**config.mk**
```make
export PLATFORM = sky130hd
export DESIGN_NAME = sc_regbank_flat
export DESIGN_NICKNAME = d
export VERILOG_FILES = /design/src/rtl/sc_regbank_pkg.sv /design/src/rtl/sc_regbank_if.sv /design/src/rtl/sc_regbank_rdport.sv /design/src/rtl/sc_regbank.sv /design/src/flat_wrapper.sv
export SDC_FILE = /design/constraint.sdc
export NUM_CORES = 1
export LEC_CHECK = 0
export BUFFER_PORTS_ARGS = -buffer_cell sky130_fd_sc_hd__buf_2
export CORE_ASPECT_RATIO = 1.75
export CORE_UTILIZATION = 30
export DETAILED_ROUTE_END_ITERATION = 16
export PLACE_DENSITY = 0.48
export SETUP_SLACK_MARGIN = 0.3
export SLEW_MARGIN = 20
export SYNTH_ARGS = -nofsm -noshare
export SYNTH_HDL_FRONTEND = slang
export SYNTH_HIERARCHICAL = 1
export SYNTH_SLANG_ARGS = --single-unit
```
**constraint.sdc**
```tcl
create_clock -name SC_RegBANK_CLOCK_50 -period 2.2 [get_ports SC_RegBANK_CLOCK_50]
set_clock_uncertainty 0.2 [all_clocks]
set_input_delay 0 -clock SC_RegBANK_CLOCK_50 [delete_from_list [all_inputs] [get_ports SC_RegBANK_CLOCK_50]]
set_output_delay 0 -clock SC_RegBANK_CLOCK_50 [all_outputs]
set_load 0.005 [all_outputs]
```
**src/rtl/sc_regbank_pkg.sv**
```systemverilog
// Shared widths, reset constants and fixed-entry helper for the sc_regbank slice.
package sc_regbank_pkg;

  localparam int unsigned DATAWIDTH_BUS_DEF = 32;
  localparam int unsigned ADDRWIDTH_DEF     = 4;
  localparam int unsigned FIXED_ENTRIES     = 2;

  localparam logic [31:0] REG_FIXED0_INIT_DEF = 32'h0000_0000;
  localparam logic [31:0] REG_FIXED1_INIT_DEF = 32'h0000_0001;

  // Entries below FIXED_ENTRIES hold the absorbed constants and never accept writes.
  function automatic logic is_fixed(input logic [31:0] addr);
    return (addr < FIXED_ENTRIES);
  endfunction

endpackage

```
**src/rtl/sc_regbank_if.sv**
```systemverilog
// Write/read bus of the register bank; master drives requests, slave returns data and flags.
interface sc_regbank_if
  import sc_regbank_pkg::*;
#(
  parameter int unsigned DATAWIDTH_BUS = DATAWIDTH_BUS_DEF,
  parameter int unsigned ADDRWIDTH     = ADDRWIDTH_DEF
);

  logic                     SC_RegBANK_wr_En_InHigh;
  logic [ADDRWIDTH-1:0]     SC_RegBANK_wr_Addr_InBus;
  logic [DATAWIDTH_BUS-1:0] SC_RegBANK_wr_data_InBus;
  logic                     SC_RegBANK_rd_En_InHigh;
  logic [ADDRWIDTH-1:0]     SC_RegBANK_rdA_Addr_InBus;
  logic [ADDRWIDTH-1:0]     SC_RegBANK_rdB_Addr_InBus;
  logic [DATAWIDTH_BUS-1:0] SC_RegBANK_dataA_OutBus;
  logic [DATAWIDTH_BUS-1:0] SC_RegBANK_dataB_OutBus;
  logic                     SC_RegBANK_rd_Valid_OutHigh;
  logic                     SC_RegBANK_wr_Err_OutHigh;

  modport master (
    output SC_RegBANK_wr_En_InHigh, SC_RegBANK_wr_Addr_InBus, SC_RegBANK_wr_data_InBus,
    output SC_RegBANK_rd_En_InHigh, SC_RegBANK_rdA_Addr_InBus, SC_RegBANK_rdB_Addr_InBus,
    input  SC_RegBANK_dataA_OutBus, SC_RegBANK_dataB_OutBus,
    input  SC_RegBANK_rd_Valid_OutHigh, SC_RegBANK_wr_Err_OutHigh
  );

  modport slave (
    input  SC_RegBANK_wr_En_InHigh, SC_RegBANK_wr_Addr_InBus, SC_RegBANK_wr_data_InBus,
    input  SC_RegBANK_rd_En_InHigh, SC_RegBANK_rdA_Addr_InBus, SC_RegBANK_rdB_Addr_InBus,
    output SC_RegBANK_dataA_OutBus, SC_RegBANK_dataB_OutBus,
    output SC_RegBANK_rd_Valid_OutHigh, SC_RegBANK_wr_Err_OutHigh
  );

endinterface

```
**src/rtl/sc_regbank_rdport.sv**
```systemverilog
// One registered read port of the bank. Write-through bypass when SC_REGBANK_BYPASS_EN is defined.
module sc_regbank_rdport
  import sc_regbank_pkg::*;
#(
  parameter int unsigned DATAWIDTH_BUS = DATAWIDTH_BUS_DEF,
  parameter int unsigned ADDRWIDTH     = ADDRWIDTH_DEF,
  parameter int unsigned NUM_ENTRIES   = 2**ADDRWIDTH_DEF
) (
  input  logic                                    clk_i,
  input  logic                                    rst_ni,
  input  logic                                    rd_en_i,
  input  logic [ADDRWIDTH-1:0]                    rd_addr_i,
  input  logic [NUM_ENTRIES-1:0][DATAWIDTH_BUS-1:0] entries_i,
  input  logic                                    wr_en_i,
  input  logic [ADDRWIDTH-1:0]                    wr_addr_i,
  input  logic [DATAWIDTH_BUS-1:0]                wr_data_i,
  output logic [DATAWIDTH_BUS-1:0]                data_o
);

  logic [DATAWIDTH_BUS-1:0] data_q, data_d;
  logic [DATAWIDTH_BUS-1:0] rd_word;

`ifdef SC_REGBANK_BYPASS_EN
  logic bypass_hit;

  // Fixed addresses never bypass, so a read racing an illegal write still sees the constant.
  always_comb begin
    bypass_hit = wr_en_i && !is_fixed(32'(wr_addr_i)) && (wr_addr_i == rd_addr_i);
    rd_word    = bypass_hit ? wr_data_i : entries_i[rd_addr_i];
  end
`else
  logic unused_wr_side;

  always_comb begin
    unused_wr_side = ^{wr_en_i, wr_addr_i, wr_data_i};
    rd_word        = entries_i[rd_addr_i];
  end
`endif

  always_comb begin
    data_d = data_q;
    if (rd_en_i) data_d = rd_word;
  end

  always_ff @(posedge clk_i or negedge rst_ni) begin
    if (!rst_ni) data_q <= '0;
    else         data_q <= data_d;
  end

  assign data_o = data_q;

endmodule

```
**src/rtl/sc_regbank.sv**
```systemverilog
// General-purpose register bank: entries 0/1 are read-only constants, two registered read ports.
// Optional write-through bypass selected by SC_REGBANK_BYPASS_EN (see sc_regbank_rdport).
module sc_regbank
  import sc_regbank_pkg::*;
#(
  parameter int unsigned DATAWIDTH_BUS   = DATAWIDTH_BUS_DEF,
  parameter int unsigned ADDRWIDTH       = ADDRWIDTH_DEF,
  parameter logic [DATAWIDTH_BUS-1:0] REG_FIXED0_INIT = DATAWIDTH_BUS'(REG_FIXED0_INIT_DEF),
  parameter logic [DATAWIDTH_BUS-1:0] REG_FIXED1_INIT = DATAWIDTH_BUS'(REG_FIXED1_INIT_DEF)
) (
  input  logic SC_RegBANK_CLOCK_50,
  input  logic SC_RegBANK_RESET_InLow,
  sc_regbank_if.slave bus
);

  localparam int unsigned NUM_ENTRIES = 2**ADDRWIDTH;

  logic [NUM_ENTRIES-1:0][DATAWIDTH_BUS-1:0] mem_q, mem_d;
  logic wr_err_q, wr_err_d;
  logic rd_valid_q, rd_valid_d;
  logic wr_to_fixed;

  always_comb begin
    wr_to_fixed = is_fixed(32'(bus.SC_RegBANK_wr_Addr_InBus));
    mem_d       = mem_q;
    wr_err_d    = wr_err_q;
    rd_valid_d  = bus.SC_RegBANK_rd_En_InHigh;
    if (bus.SC_RegBANK_wr_En_InHigh) begin
      if (wr_to_fixed) wr_err_d = 1'b1;
      else             mem_d[bus.SC_RegBANK_wr_Addr_InBus] = bus.SC_RegBANK_wr_data_InBus;
    end
  end

  // Fixed entries are loaded only by reset and never see mem_d updates.
  always_ff @(posedge SC_RegBANK_CLOCK_50 or negedge SC_RegBANK_RESET_InLow) begin
    if (!SC_RegBANK_RESET_InLow) begin
      mem_q      <= '0;
      mem_q[0]   <= REG_FIXED0_INIT;
      mem_q[1]   <= REG_FIXED1_INIT;
      wr_err_q   <= 1'b0;
      rd_valid_q <= 1'b0;
    end else begin
      mem_q      <= mem_d;
      wr_err_q   <= wr_err_d;
      rd_valid_q <= rd_valid_d;
    end
  end

  sc_regbank_rdport #(
    .DATAWIDTH_BUS(DATAWIDTH_BUS),
    .ADDRWIDTH    (ADDRWIDTH),
    .NUM_ENTRIES  (NUM_ENTRIES)
  ) u_rdport_a (
    .clk_i    (SC_RegBANK_CLOCK_50),
    .rst_ni   (SC_RegBANK_RESET_InLow),
    .rd_en_i  (bus.SC_RegBANK_rd_En_InHigh),
    .rd_addr_i(bus.SC_RegBANK_rdA_Addr_InBus),
    .entries_i(mem_q),
    .wr_en_i  (bus.SC_RegBANK_wr_En_InHigh),
    .wr_addr_i(bus.SC_RegBANK_wr_Addr_InBus),
    .wr_data_i(bus.SC_RegBANK_wr_data_InBus),
    .data_o   (bus.SC_RegBANK_dataA_OutBus)
  );

  sc_regbank_rdport #(
    .DATAWIDTH_BUS(DATAWIDTH_BUS),
    .ADDRWIDTH    (ADDRWIDTH),
    .NUM_ENTRIES  (NUM_ENTRIES)
  ) u_rdport_b (
    .clk_i    (SC_RegBANK_CLOCK_50),
    .rst_ni   (SC_RegBANK_RESET_InLow),
    .rd_en_i  (bus.SC_RegBANK_rd_En_InHigh),
    .rd_addr_i(bus.SC_RegBANK_rdB_Addr_InBus),
    .entries_i(mem_q),
    .wr_en_i  (bus.SC_RegBANK_wr_En_InHigh),
    .wr_addr_i(bus.SC_RegBANK_wr_Addr_InBus),
    .wr_data_i(bus.SC_RegBANK_wr_data_InBus),
    .data_o   (bus.SC_RegBANK_dataB_OutBus)
  );

  assign bus.SC_RegBANK_rd_Valid_OutHigh = rd_valid_q;
  assign bus.SC_RegBANK_wr_Err_OutHigh   = wr_err_q;

endmodule

```
**src/flat_wrapper.sv**
```systemverilog
// flat-port wrapper written by rule: the top's interface ports become plain ports
module sc_regbank_flat import sc_regbank_pkg::*;
#(
  parameter int unsigned DATAWIDTH_BUS   = DATAWIDTH_BUS_DEF,
  parameter int unsigned ADDRWIDTH       = ADDRWIDTH_DEF,
  parameter logic [DATAWIDTH_BUS-1:0] REG_FIXED0_INIT = DATAWIDTH_BUS'(REG_FIXED0_INIT_DEF),
  parameter logic [DATAWIDTH_BUS-1:0] REG_FIXED1_INIT = DATAWIDTH_BUS'(REG_FIXED1_INIT_DEF)
)
  (SC_RegBANK_CLOCK_50, SC_RegBANK_RESET_InLow, bus_SC_RegBANK_wr_En_InHigh, bus_SC_RegBANK_wr_Addr_InBus, bus_SC_RegBANK_wr_data_InBus, bus_SC_RegBANK_rd_En_InHigh, bus_SC_RegBANK_rdA_Addr_InBus, bus_SC_RegBANK_rdB_Addr_InBus, bus_SC_RegBANK_dataA_OutBus, bus_SC_RegBANK_dataB_OutBus, bus_SC_RegBANK_rd_Valid_OutHigh, bus_SC_RegBANK_wr_Err_OutHigh);
  sc_regbank_if #(.DATAWIDTH_BUS(DATAWIDTH_BUS), .ADDRWIDTH(ADDRWIDTH)) bus_i ();
  input  logic SC_RegBANK_CLOCK_50;
  input  logic SC_RegBANK_RESET_InLow;
  input wire logic [$bits(bus_i.SC_RegBANK_wr_En_InHigh)-1:0] bus_SC_RegBANK_wr_En_InHigh;
  input wire logic [$bits(bus_i.SC_RegBANK_wr_Addr_InBus)-1:0] bus_SC_RegBANK_wr_Addr_InBus;
  input wire logic [$bits(bus_i.SC_RegBANK_wr_data_InBus)-1:0] bus_SC_RegBANK_wr_data_InBus;
  input wire logic [$bits(bus_i.SC_RegBANK_rd_En_InHigh)-1:0] bus_SC_RegBANK_rd_En_InHigh;
  input wire logic [$bits(bus_i.SC_RegBANK_rdA_Addr_InBus)-1:0] bus_SC_RegBANK_rdA_Addr_InBus;
  input wire logic [$bits(bus_i.SC_RegBANK_rdB_Addr_InBus)-1:0] bus_SC_RegBANK_rdB_Addr_InBus;
  output wire logic [$bits(bus_i.SC_RegBANK_dataA_OutBus)-1:0] bus_SC_RegBANK_dataA_OutBus;
  output wire logic [$bits(bus_i.SC_RegBANK_dataB_OutBus)-1:0] bus_SC_RegBANK_dataB_OutBus;
  output wire logic [$bits(bus_i.SC_RegBANK_rd_Valid_OutHigh)-1:0] bus_SC_RegBANK_rd_Valid_OutHigh;
  output wire logic [$bits(bus_i.SC_RegBANK_wr_Err_OutHigh)-1:0] bus_SC_RegBANK_wr_Err_OutHigh;
  assign bus_i.SC_RegBANK_wr_En_InHigh = bus_SC_RegBANK_wr_En_InHigh;
  assign bus_i.SC_RegBANK_wr_Addr_InBus = bus_SC_RegBANK_wr_Addr_InBus;
  assign bus_i.SC_RegBANK_wr_data_InBus = bus_SC_RegBANK_wr_data_InBus;
  assign bus_i.SC_RegBANK_rd_En_InHigh = bus_SC_RegBANK_rd_En_InHigh;
  assign bus_i.SC_RegBANK_rdA_Addr_InBus = bus_SC_RegBANK_rdA_Addr_InBus;
  assign bus_i.SC_RegBANK_rdB_Addr_InBus = bus_SC_RegBANK_rdB_Addr_InBus;
  assign bus_SC_RegBANK_dataA_OutBus = bus_i.SC_RegBANK_dataA_OutBus;
  assign bus_SC_RegBANK_dataB_OutBus = bus_i.SC_RegBANK_dataB_OutBus;
  assign bus_SC_RegBANK_rd_Valid_OutHigh = bus_i.SC_RegBANK_rd_Valid_OutHigh;
  assign bus_SC_RegBANK_wr_Err_OutHigh = bus_i.SC_RegBANK_wr_Err_OutHigh;
  sc_regbank #(.DATAWIDTH_BUS(DATAWIDTH_BUS), .ADDRWIDTH(ADDRWIDTH), .REG_FIXED0_INIT(REG_FIXED0_INIT), .REG_FIXED1_INIT(REG_FIXED1_INIT)) u_core (.SC_RegBANK_CLOCK_50(SC_RegBANK_CLOCK_50), .SC_RegBANK_RESET_InLow(SC_RegBANK_RESET_InLow), .bus(bus_i));
endmodule
```
==> results of run 1 <==
cells in the mapped netlist, drive strengths merged:
library cell	count	area, um^2
dfrtp	577	14400
mux2	448	5040
mux4	256	5830
clkbuf	128	482
buf	114	968
nor2	73	274
a221oi	64	786
mux2i	64	641
o22ai	64	526
nand2b	5	31.3
nand3b	3	22.5
or2	3	18.8
and2	2	12.5
or3	2	12.5
and3	1	6.26
dfstp	1	26.3
nand2	1	3.75
nand3	1	5.00
nor3b	1	7.51
nor4b	1	8.76
cell usage in the layout, fill, tap and decap left out, types with 9 or more instances in the layout:
cell             n
nor2_1          64
mux4_2         240
dlygate4sd3_1   53
clkbuf_1        11
nor2_4           9
o22ai_1         44
dfrtp_1        577
buf_12          44
mux2i_1         64
buf_2          105
buf_4           48
a221oi_1        28
mux4_1          16
a221oi_2        36
clkbuf_8        19
mux2_2         440
clkbuf_16       57
o22ai_2         20
path summary, 6_finish.rpt:
kind	startpoint	endpoint	slack, ns	cells past startpoint
worst max-delay path	bus_SC_RegBANK_rdA_Addr_InBus[2]	u_core/u_rdport_a/data_o[16]	0.39	6
min in group asynchronous	SC_RegBANK_RESET_InLow	u_core/mem_q[227]	0.28	4
worst min register to register	u_core/mem_q[32]	u_core/mem_q[32]	0.17	0
max in group asynchronous	SC_RegBANK_RESET_InLow	u_core/mem_q[374]	0.56	6
worst max register to register	u_core/mem_q[410]	u_core/u_rdport_a/data_o[26]	0.46	3
worst min-delay path	bus_SC_RegBANK_wr_Addr_InBus[1]	u_core/mem_q[82]	0.03	6
per-stage QoR:
step / hold WS [ns] / instances / area [um^2]
2_1_floorplan: -0.496 / 1809 / 29100
3_5_place_dp: -0.310 / 3058 / 31100
3_3_place_gp: -0.305 / 3058 / 31100
6_report: 0.0339 / 3220 / 33700
4_1_cts: -0.00496 / 3219 / 33700
5_1_grt: 0.0288 / 3219 / 33700
final cells by class:
| class | count | area (um^2) |
|---|---|---|
| diodes | 1 | 2.50 |
| clock buffers | 87 | 1730 |
| clock inverters | 16 | 240 |
| fillers | 9144 | 62200 |
| multi-input cells | 989 | 13300 |
| flip-flops and latches | 578 | 14500 |
| well taps | 1292 | 1620 |
| repair buffers | 257 | 2380 |
report_power, final:
part | internal [mW] | switching, mW
registers | 12.8 | 1.53
logic | 3.92 | 2.44
clock network | 6.09 | 4.37
critical path, cell delays in order:
cell	delay, ns
dlygate4sd3_1	0.54
buf_6	0.26
buf_12	0.28
mux4_2	0.55
mux2i_1	0.26
a221oi_2	0.11
kinds of logic after synthesis:
group | share of synthesized area [%]
buf+inv | 4.98
simple gates | 1.38
flops | 49.6
mux | 39.5
compound gates | 4.50
registers in the layout, summed over array words and instances, names as in the netlist:
signal and count:
u_core/bus.SC_RegBANK_rd_Valid_OutHigh 1, u_core/u_rdport_b/data_o 32, u_core/u_rdport_a/data_o 32, u_core/bus.SC_RegBANK_wr_Err_OutHigh 1
u_core/mem_q 512
routing by layer:
| layer | vias to the layer above | global-route usage, % | wire (um) |
|---|---|---|---|
| li1 | 7126 | - | - |
| met4 | 8 | 6.39 | 2970 |
| met5 | - | 0 | 46 |
| met3 | 141 | 2.70 | 3410 |
| met2 | 375 | 31.2 | 44600 |
| met1 | 9184 | 22.2 | 35000 |
what timing repair did:
item	4_1_cts	5_1_grt
resized for setup	0	3
endpoints found under the hold margin	1092	0
setup endpoints to repair	0	5
hold buffers	58	0
==> reports/metrics.cfg, run 1 <==
[die]
die_y_um=414
die_w_um=238
start_util_pct=30.4
ioPinCount=114
core_mm2=0.0959
rows=150
die-area_mm2=0.0984

[cells_and_area]
areaGrowthSynthToFinish_pct=15.8
fin_nets=1930
drive_gt1_share_pct=54.6
fin_util_pct=35.2

[route]
dr.pass1.iters=5
routed_wl_um=86000
route.detailed.drc=0
drtIter0Drc=987
antenna_left=0
vias_per_cell=5.23
vias=16800
wl_per_cell_um=26.7

[cts]
cts_tree=yes
cts.sinks=578
cts_root_buf=clkbuf_16
cts_buffers=56
clockBufferDepth=3
insertion_delay_ns=0.63
path_clk_slew_ns=0.06
htreeDepth=2
cts_setup_buffers=0

[synth]
synth_cell_type_count=29
synth_cells=1809
synth_warnings=6
syn_nets=1857
ys_ff_latch=578
synth_seq_area_share_pct=49.6
syn_avg_cell_area_um2=16.1
synthesis.area_mm2=0.0291

[power]
ir_drop_uv=447
leakagePower_nw=14.0
fin_total_pwr_mw=31.1
power_density_mw_per_mm2=922

[sta]
setup_violations=0
slew_headroom_pct=56.5
period_share_pct=82.3
finalMaxSlewViolations=0
tightest_slew_ns=0.652
tns_ns=0
fin_crit_ns=1.81
hold_viol_final=0
setup_ws_ns=0.390
rsz0062_at_grt=false
timing.fmax_ghz=0.552

[placement]
place.gp.congestion=0.731
dpl_worst_slack_ns=0.275
hpwl_um=50600
place.port_buffers=113

[setup_path]
startpoint_type=primary input
worstPathArrival_ns=2.10
crit_fanout=31
end_kind=register
critPathKind=in2reg
worstPathRequired_ns=2.49

[grt]
track_usage_pct=17.8
grt_antenna_before_repair=4
overflow=0
grt_pass1_vias=18900
grt_pass1_wl_um=130000
grt_max_degree=107

[job]
maxCapViolations=0

[hold_path]
hold_path.class=in2reg

[outcome]
outcome=completed

(Power assumes the default switching activity.)
==> run 2: changes to the inputs <==
--- a/config.mk
+++ b/config.mk
@@ -9,7 +9,7 @@
 export CORE_ASPECT_RATIO = 1.75
 export CORE_UTILIZATION = 30
 export DETAILED_ROUTE_END_ITERATION = 16
-export PLACE_DENSITY = 0.48
+export PLACE_DENSITY = 0.49
 export SETUP_SLACK_MARGIN = 0.3
 export SLEW_MARGIN = 20
 export SYNTH_ARGS = -nofsm -noshare
==> constraint.sdc (replaced) <==
create_clock -name SC_RegBANK_CLOCK_50 -period 1.63 [get_ports SC_RegBANK_CLOCK_50]
set_clock_uncertainty 0.2 [all_clocks]
set_input_delay 0 -clock SC_RegBANK_CLOCK_50 [delete_from_list [all_inputs] [get_ports SC_RegBANK_CLOCK_50]]
set_output_delay 0 -clock SC_RegBANK_CLOCK_50 [all_outputs]
set_load 0.005 [all_outputs]
==> run 2 against run 1 <==
Effect of this change: the run now ends with hold timing left; sequential power rose by 36%; design area grew 6.5%; via count up 3.4%; first-iteration DRC count is 0.81% lower; highest routed layer unchanged; power increased by 39%; setup slack got worse by 0.35 ns; critical path depth decreased by 2; largest power group unchanged.
==> reports/metrics.cfg, run 2 (same netlist as run 1, synthesis figures left out) <==
[route]
antenna_left=0
dr.pass1.iters=4
vias_per_cell=5.15
route.detailed.drc=0
wl_per_cell_um=25.9
drtIter0Drc=979
vias=17400
routed_wl_um=87700

[die]
start_util_pct=30.4
rows=150
die_w_um=238
core_mm2=0.0959
die_y_um=414
ioPinCount=114
die-area_mm2=0.0984

[sta]
setup_violations=0
holdWs_ns=-0.377
period_share_pct=97.9
finalMaxSlewViolations=0
tns_ns=0
hold_viol_final=106
fin_crit_ns=1.59
slew_headroom_pct=67.3
rsz0062_at_grt=true
setup_ws_ns=0.0350
timing.fmax_ghz=0.627
tightest_slew_ns=0.490

[setup_path]
worstPathRequired_ns=1.92
critPathKind=reg2reg
startpoint_type=register
end_kind=register
worstPathArrival_ns=1.88
crit_fanout=3

[placement]
hpwl_um=58600
placed_cell_area_mm2=0.0324
place.gp.congestion=0.788
place.port_buffers=113
dpl_worst_slack_ns=-0.141
dp_cells=3162

[cells_and_area]
largest-register=u_core/mem_q
largest_reg_flops=512
fin_cells=3381
drive_gt1_share_pct=62.5
design_area_mm2=0.0360
final_common_cell=dfrtp_1
areaGrowthSynthToFinish_pct=23.4
layout_common_cells=571 x dfrtp_1, 440 x mux2_2, 256 x mux4_2, 167 x buf_4, 94 x buf_2
fin_nets=2091
fin_util_pct=37.5

[cts]
path_clk_slew_ns=0.07
cts_tree=yes
clockBufferDepth=3
cts_buffers=55
htreeDepth=2
cts_root_buf=clkbuf_16
cts.sinks=578
insertion_delay_ns=0.64

[grt]
grt_pass1_wl_um=133000
grt_antenna_before_repair=7
grt_pass1_vias=19600
grt_max_degree=82
overflow=0
track_usage_pct=18.1

[outcome]
outcome=finished, violations left
violations=hold timing

[power]
ir_drop_uv=674
leakagePower_nw=14.9
power_density_mw_per_mm2=1210

[hold_path]
hold_path.class=in2async

[job]
maxCapViolations=0

run 2: path summary, 6_finish.rpt:
| kind | from | end | slack, ns | depth (start not counted) |
|---|---|---|---|---|
| setup / recovery | u_core/mem_q[462] | u_core/u_rdport_b/data_o[14] | 0.04 | 4 |
| max in group asynchronous | SC_RegBANK_RESET_InLow | u_core/mem_q[291] | 0.46 | 4 |
| hold / removal | SC_RegBANK_RESET_InLow | u_core/mem_q[38] | -0.38 | 2 |
| hold reg to reg | u_core/mem_q[32] | u_core/mem_q[32] | 0.17 | 0 |
| min in group SC_RegBANK_CLOCK_50 | bus_SC_RegBANK_wr_Addr_InBus[0] | u_core/mem_q[393] | -0.07 | 4 |
| setup reg to reg | u_core/mem_q[462] | u_core/u_rdport_b/data_o[14] | 0.04 | 4 |
run 2: layer usage:
metal,share of wire (%),vias to the layer above,track usage [%]
li1,-,7409,-
met1,39,9457,21.1
met2,55,376,33.6
met3,3.5,152,2.60
met4,3.0,8,6.08
met5,0.052,-,0
run 2: cell type report:
type                            instances  area (um^2)
Antenna cell                            2         5.00
Clock buffer                           70         1550
Clock inverter                         31          390
Fill cell                            8970        59900
Multi-Input combinational cell        989        13900
Sequential cell                       578        14500
Tap cell                             1292         1620
Timing Repair Buffer                  419         4050
run 2: stage by stage:
stage	hold slack (ns)	power, mW
final	-0.377	43.4
after global routing	-0.363	45.5
after CTS	-0.397	43.6
after detailed placement	-0.289	28.6
after global placement	-0.289	28.2
after floorplan	-0.496	25.4
run 2: repair_timing:
item	in CTS	in global routing
endpoints found under the hold margin	1092	77
pin swaps	20	32
gates cloned	0	0
setup buffers	30	19
gates resized for setup	69	42
endpoints found under the setup margin	130	588
hold buffers	68	3
run 2: critical path, cell delays in order (launching register included):
cell,delay [ns]
dfrtp_1,0.39
mux4_2,0.50
o22ai_2,0.20
buf_6,0.13
a221oi_2,0.05
run 2: power breakdown:
group	internal [mW]	switching [mW]	total, mW
clock	8.02	6.01	14.0
sequential	17.2	2.12	19.4
combinational	6.18	3.79	9.97
total	31.4	11.9	43.4
